File: src/rtl/sprite_pkg.sv
// Shared types and constants for the sprite layer scheduler.
// SPRITE_FLIP_EN adds a per-slot horizontal mirror bit to sprite_entry_t.
package sprite_pkg;

  localparam int SPR_W    = 14;
  localparam int SPR_H    = 14;
  localparam int SPR_PIX  = 196;
  localparam int ACTIVE_W = 640;
  localparam int ACTIVE_H = 480;
  localparam int IMG_BITS = 4;

  typedef struct packed {
    logic [9:0]          x;
    logic [9:0]          y;
    logic [IMG_BITS-1:0] img;
    logic                en;
`ifdef SPRITE_FLIP_EN
    logic                flip_h;
`endif
  } sprite_entry_t;

  typedef enum logic [1:0] {
    DISPLAY,
    COMMIT,
    VBLANK
  } frame_state_e;

endpackage

File: src/rtl/sprite_hit_unit.sv
// Combinational coverage test and sprite-local row/col for one slot.
// SPRITE_FLIP_EN mirrors the column when the slot's flip bit is set.
module sprite_hit_unit
  import sprite_pkg::*;
#(
  parameter int SCALE_LOG2 = 1
) (
  input  sprite_entry_t ent,
  input  logic [9:0]    draw_x,
  input  logic [9:0]    draw_y,
  output logic          hit,
  output logic [3:0]    row,
  output logic [3:0]    col
);

  localparam logic [10:0] SPAN_X = 11'(SPR_W << SCALE_LOG2);
  localparam logic [10:0] SPAN_Y = 11'(SPR_H << SCALE_LOG2);

  logic [10:0] dx;
  logic [10:0] dy;

  always_comb begin
    dx  = {1'b0, draw_x} - {1'b0, ent.x};
    dy  = {1'b0, draw_y} - {1'b0, ent.y};
    hit = ent.en && !dx[10] && !dy[10]
        && (dx < SPAN_X) && (dy < SPAN_Y);
    row = 4'(dy >> SCALE_LOG2);
    col = 4'(dx >> SCALE_LOG2);
`ifdef SPRITE_FLIP_EN
    if (ent.flip_h) begin
      col = 4'd13 - col;
    end
`endif
  end

endmodule

File: src/rtl/sprite_layer_scheduler.sv
// Per-pixel sprite arbiter sharing one ROM; shadow table commits at vblank.
// SPRITE_FLIP_EN adds the cfg_flip_h port and horizontal mirroring.
module sprite_layer_scheduler
  import sprite_pkg::*;
#(
  parameter int NUM_SPRITES = 4,
  parameter int NUM_IMAGES  = 4,
  parameter int SCALE_LOG2  = 1,
  localparam int SW = (NUM_SPRITES > 1) ? $clog2(NUM_SPRITES) : 1,
  localparam int IW = (NUM_IMAGES > 1) ? $clog2(NUM_IMAGES) : 1,
  localparam int AW = $clog2(NUM_IMAGES * SPR_PIX)
) (
  input  logic          vga_clk,
  input  logic          reset_n,
  input  logic [9:0]    DrawX,
  input  logic [9:0]    DrawY,
  input  logic          blank,
  input  logic          cfg_valid,
  output logic          cfg_ready,
  input  logic [SW-1:0] cfg_slot,
  input  logic [9:0]    cfg_x,
  input  logic [9:0]    cfg_y,
  input  logic [IW-1:0] cfg_img,
  input  logic          cfg_en,
`ifdef SPRITE_FLIP_EN
  input  logic          cfg_flip_h,
`endif
  output logic [AW-1:0] rom_address,
  input  logic [1:0]    rom_q,
  output logic          pix_valid,
  output logic          pix_hit,
  output logic [1:0]    pix_index,
  output logic          frame_start
);

  frame_state_e  state_q, state_d;
  sprite_entry_t shadow_q [NUM_SPRITES];
  sprite_entry_t shadow_d [NUM_SPRITES];
  sprite_entry_t active_q [NUM_SPRITES];
  sprite_entry_t active_d [NUM_SPRITES];
  sprite_entry_t wr_ent;

  logic          frame_start_q, frame_start_d;
  logic [AW-1:0] addr_q, addr_d;
  logic          hit1_q, hit1_d;
  logic          blank1_q;
  logic          hit2_q;
  logic          blank2_q;

  logic [NUM_SPRITES-1:0] hit_v;
  logic [3:0]             row_v [NUM_SPRITES];
  logic [3:0]             col_v [NUM_SPRITES];

  for (genvar g = 0; g < NUM_SPRITES; g++) begin : g_hit
    sprite_hit_unit #(
      .SCALE_LOG2(SCALE_LOG2)
    ) u_hit (
      .ent   (active_q[g]),
      .draw_x(DrawX),
      .draw_y(DrawY),
      .hit   (hit_v[g]),
      .row   (row_v[g]),
      .col   (col_v[g])
    );
  end

  always_comb begin
    state_d       = state_q;
    frame_start_d = 1'b0;
    cfg_ready     = 1'b1;
    unique case (state_q)
      VBLANK: begin
        if (DrawY == 10'd0) begin
          state_d       = DISPLAY;
          frame_start_d = 1'b1;
        end
      end
      DISPLAY: begin
        if (DrawY == 10'(ACTIVE_H)) begin
          state_d = COMMIT;
        end
      end
      COMMIT: begin
        state_d   = VBLANK;
        cfg_ready = 1'b0;
      end
      default: state_d = VBLANK;
    endcase
  end

  always_comb begin
    wr_ent     = '0;
    wr_ent.x   = cfg_x;
    wr_ent.y   = cfg_y;
    wr_ent.img = IMG_BITS'(cfg_img);
    wr_ent.en  = cfg_en;
`ifdef SPRITE_FLIP_EN
    wr_ent.flip_h = cfg_flip_h;
`endif
    shadow_d = shadow_q;
    active_d = active_q;
    if (cfg_valid && cfg_ready) begin
      shadow_d[cfg_slot] = wr_ent;
    end
    // Copy reads shadow_q, so a write landing at the same edge is excluded.
    if (state_q == COMMIT) begin
      active_d = shadow_q;
    end
  end

  // Lowest slot that covers the pixel owns it, even if its texel is clear.
  always_comb begin
    addr_d = '0;
    hit1_d = 1'b0;
    for (int i = 0; i < NUM_SPRITES; i++) begin
      if (!hit1_d && hit_v[i]) begin
        hit1_d = 1'b1;
        addr_d = AW'(int'(active_q[i].img) * SPR_PIX
               + int'(row_v[i]) * SPR_W
               + int'(col_v[i]));
      end
    end
  end

  always_ff @(posedge vga_clk or negedge reset_n) begin
    if (!reset_n) begin
      state_q       <= VBLANK;
      frame_start_q <= 1'b0;
      addr_q        <= '0;
      hit1_q        <= 1'b0;
      blank1_q      <= 1'b0;
      hit2_q        <= 1'b0;
      blank2_q      <= 1'b0;
      for (int i = 0; i < NUM_SPRITES; i++) begin
        shadow_q[i] <= '0;
        active_q[i] <= '0;
      end
    end else begin
      state_q       <= state_d;
      frame_start_q <= frame_start_d;
      addr_q        <= addr_d;
      hit1_q        <= hit1_d;
      blank1_q      <= blank;
      hit2_q        <= hit1_q;
      blank2_q      <= blank1_q;
      shadow_q      <= shadow_d;
      active_q      <= active_d;
    end
  end

  // Stage-2 bits are aligned with the ROM's own output register.
  always_comb begin
    rom_address = addr_q;
    frame_start = frame_start_q;
    pix_valid   = blank2_q;
    pix_hit     = hit2_q && (rom_q != 2'd0) && blank2_q;
    pix_index   = pix_hit ? rom_q : 2'd0;
  end

endmodule

File: config.mk
export PLATFORM = sky130hd
export DESIGN_NAME = sprite_layer_scheduler
export DESIGN_NICKNAME = d
export VERILOG_FILES = /design/src/rtl/sprite_pkg.sv /design/src/rtl/sprite_hit_unit.sv /design/src/rtl/sprite_layer_scheduler.sv
export SDC_FILE = /design/constraint.sdc
export NUM_CORES = 1
export LEC_CHECK = 0
export BUFFER_PORTS_ARGS = -buffer_cell sky130_fd_sc_hd__buf_2
export CAP_MARGIN = 20
export CORE_ASPECT_RATIO = 1.1
export CORE_MARGIN = 4
export CORE_UTILIZATION = 50
export CTS_CLUSTER_DIAMETER = 40
export DETAILED_ROUTE_END_ITERATION = 8
export MAX_ROUTING_LAYER = met4
export PLACE_DENSITY_LB_ADDON = 0.3
export SYNTH_ARGS = -nofsm -noshare
export SYNTH_HDL_FRONTEND = slang
export SYNTH_HIERARCHICAL = 1
export SYNTH_SLANG_ARGS = --single-unit
File: constraint.sdc
create_clock -name vga_clk -period 9.7 [get_ports vga_clk]
set_clock_uncertainty 0.05 [all_clocks]
set_input_delay 1.455 -clock vga_clk [delete_from_list [all_inputs] [get_ports vga_clk]]
set_output_delay 1.455 -clock vga_clk [all_outputs]
set_load 0.005 [all_outputs]
==> impl_metrics.toml <==
[timing]
finalWorstSetupSlack_ns = 4.20
rsz0062_at_grt = "false"
slew_headroom = 0.284
whs_ns = 0.307
layout_worst_path_cycle_share = 0.567
tightest_slew_ns = 1.07
final-hold-violation-count = 0
period_minus_slack_ns = 5.50
timing.final.setup_violations = 0
fmax_mhz = 182
final_tns_setup_ns = 0
final_max_slew_viol_count = 0

[layout]
syn2layout_area_growth_pct = 12.4
fillCellCount = 2464
drive_above_1_share = 0.159
final_net_count = 1815
finish.utilization = 0.575

[hold_path]
hold_path_depth = 0
min_from = "hit1_q$_DFF_PN0_"
holdPathEnd = "hit2_q$_DFF_PN0_"
min_path_type = "register to register"

[clock_tree]
clock_sinks = 201
cts.htree.levels = 1
cts-hold-fix-buffers = 0
cts-buffers-inserted = 31
post_cts.repair.setup_buffers = 0
cts_tree = "yes"
post_cts_resize_count = 0
clkSlewWorstSetupHoldPaths_ns = 0.06
clk_root_buffer_cell = "sky130_fd_sc_hd__clkbuf_16"
clock_insertion_delay_at_the_later_pin_of_the_skew_report_ns = 0.55
clock_path_buffers = 3

[worst_setup_path]
setup.worst_path.start_class = "input pin"
worst-setup-path-type = "input pin to register"
worstSetupPathDepth = 17
critical_path_peak_fanout = 9
worst-endpoint-required_ns = 10.07
timing.rr.end = "rom_address[8]$_DFF_PN0_"
worst_r2r_startpoint = "active_q[80]$_DFFE_PN0P_"
crit_path_cell_trace = "buf_2 -> inv_1 -> fa_1 -> xnor2_1 -> fa_1 -> ha_1 -> fa_1 -> nor2b_1 -> o21ai_0 -> nand2b_1 -> ha_1 -> ha_1 -> nand2_1 -> o21ai_0 -> a41o_1 -> nand3_1 -> o32a_2"
critical_path.n_buffers_inverters = 2
timing.critical_path.max_delay_family = "adder cells"
worst_r2r_path_depth = 16
worst-endpoint-arrival_ns = 5.87
worst_path_largest_cell_delay_ns = 0.60
ff2ff_setup_slack_ns = 4.87
cell_at_the_slowest_stage_of_the_critical_path = "sky130_fd_sc_hd__xnor2_1"
end_kind = "register"

[grt]
grt_pass1_wl_microns = 59000
antenna_found_initial = 1
grt_usage = 0.240
grt_max_degree = 82
grt.overflow.total = 0
grt_pass1_vias = 11199

[floorplanning]
start_util = 0.511
floorplan.io_pins = 67
fp.dieArea_sq_um = 31500
coreArea_sq_um = 28100
fp.dieH_microns = 186
num_rows = 64
die-width_microns = 170

[synth]
syn_nets = 1747
syn-mean-instance-area_sq_um = 9.43
netlist_area_sq_um = 14400
yosys_warnings = 6
syn-instance-count = 1524

[power]
p_per_area_nw_per_um2 = 173
design_power_mw = 2.80
power.static_leakage_nw = 7.75
ir_drop_mv = 0.162

[route]
total_wirelength_microns = 36400
first_pass_iters = 6
antenna_nets_post_route = 0
avgRoutedWirePerCell_microns = 18.4
dr_total_vias = 11063
drcViolationCount = 0
drt_first_iter_violations = 654
number_of_vias_per_cell_after_detailed_routing = 5.59

[place]
placer_s_final_routability_congestion_estimate = 0.979
io_port_bufs = 66
detailed_place_hpwl_microns = 27500
place_worst_setup_slack_ns = 3.59

[run]
maxCapViolations = 0

[status]
status = "finished clean"
==> flip-flops by register name (all words and copies together) (netlist names) <==
signal and count:
active_q 92, shadow_q 92, rom_address 10, state_q 2
blank1_q 1, frame_start 1, hit1_q 1, hit2_q 1
pix_valid 1
==> final cells by class <==
class,count,area [sq um],area share
multi-input cells,1111,8450,0.524
well taps,363,454,0.0281
repair buffers,78,469,0.0291
diodes,1,2.50,0.000155
flip-flops and latches,201,5030,0.312
clock buffers,35,801,0.0496
clock inverters,21,300,0.0186
inverters,169,637,0.0394
==> per-stage QoR <==
step                      area (sq um)  cells
final                            16100   1979
after global routing             16100   1979
after CTS                        16100   1978
after detailed placement         15000   1922
after global placement           15000   1920
after floorplan                  14400   1524
==> worst max path at each step <==
stage / slack [ns] / start / end
finish: 4.20 / DrawY[1] / rom_address[8]$_DFF_PN0_
global route: 3.88 / DrawY[1] / rom_address[8]$_DFF_PN0_
CTS: 4.16 / DrawY[1] / rom_address[8]$_DFF_PN0_
detailed placement: 3.59 / DrawY[1] / rom_address[8]$_DFF_PN0_
global placement: 3.76 / DrawY[1] / rom_address[8]$_DFF_PN0_
floorplan: 4.27 / DrawY[1] / rom_address[8]$_DFF_PN0_
==> cell usage in the layout (no fill, tap or decap), types with 14 or more instances in the layout <==
| master | count |
|---|---|
| sky130_fd_sc_hd__dfrtp_1 | 200 |
| sky130_fd_sc_hd__inv_1 | 168 |
| sky130_fd_sc_hd__xor2_1 | 22 |
| sky130_fd_sc_hd__nand2b_1 | 24 |
| sky130_fd_sc_hd__buf_2 | 65 |
| sky130_fd_sc_hd__nand3_1 | 21 |
| sky130_fd_sc_hd__nor2b_1 | 29 |
| sky130_fd_sc_hd__nor2_1 | 54 |
| sky130_fd_sc_hd__nand2_1 | 309 |
| sky130_fd_sc_hd__xnor2_1 | 33 |
| sky130_fd_sc_hd__clkbuf_16 | 31 |
| sky130_fd_sc_hd__mux2_4 | 20 |
| sky130_fd_sc_hd__fa_1 | 36 |
| sky130_fd_sc_hd__o21ai_0 | 45 |
| sky130_fd_sc_hd__mux2i_1 | 17 |
| sky130_fd_sc_hd__a21oi_1 | 47 |
| sky130_fd_sc_hd__mux2_2 | 71 |
| sky130_fd_sc_hd__ha_1 | 136 |
| sky130_fd_sc_hd__nand4_1 | 14 |
==> report_power, final <==
group | internal [mW] | switching [mW]
logic | 0.294 | 0.369
registers | 0.923 | 0.0455
clock network | 0.721 | 0.447
==> per-layer routing <==
layer  GRT usage  part of all wire  vias to the layer above
met5           -                 0                        -
met4      0.0763             0.036                        0
met3      0.0268             0.040                       76
met2       0.397              0.48                      256
met1       0.310              0.44                     5384
li1            -                 -                     5347
Power figures use the tool's default switching activity.
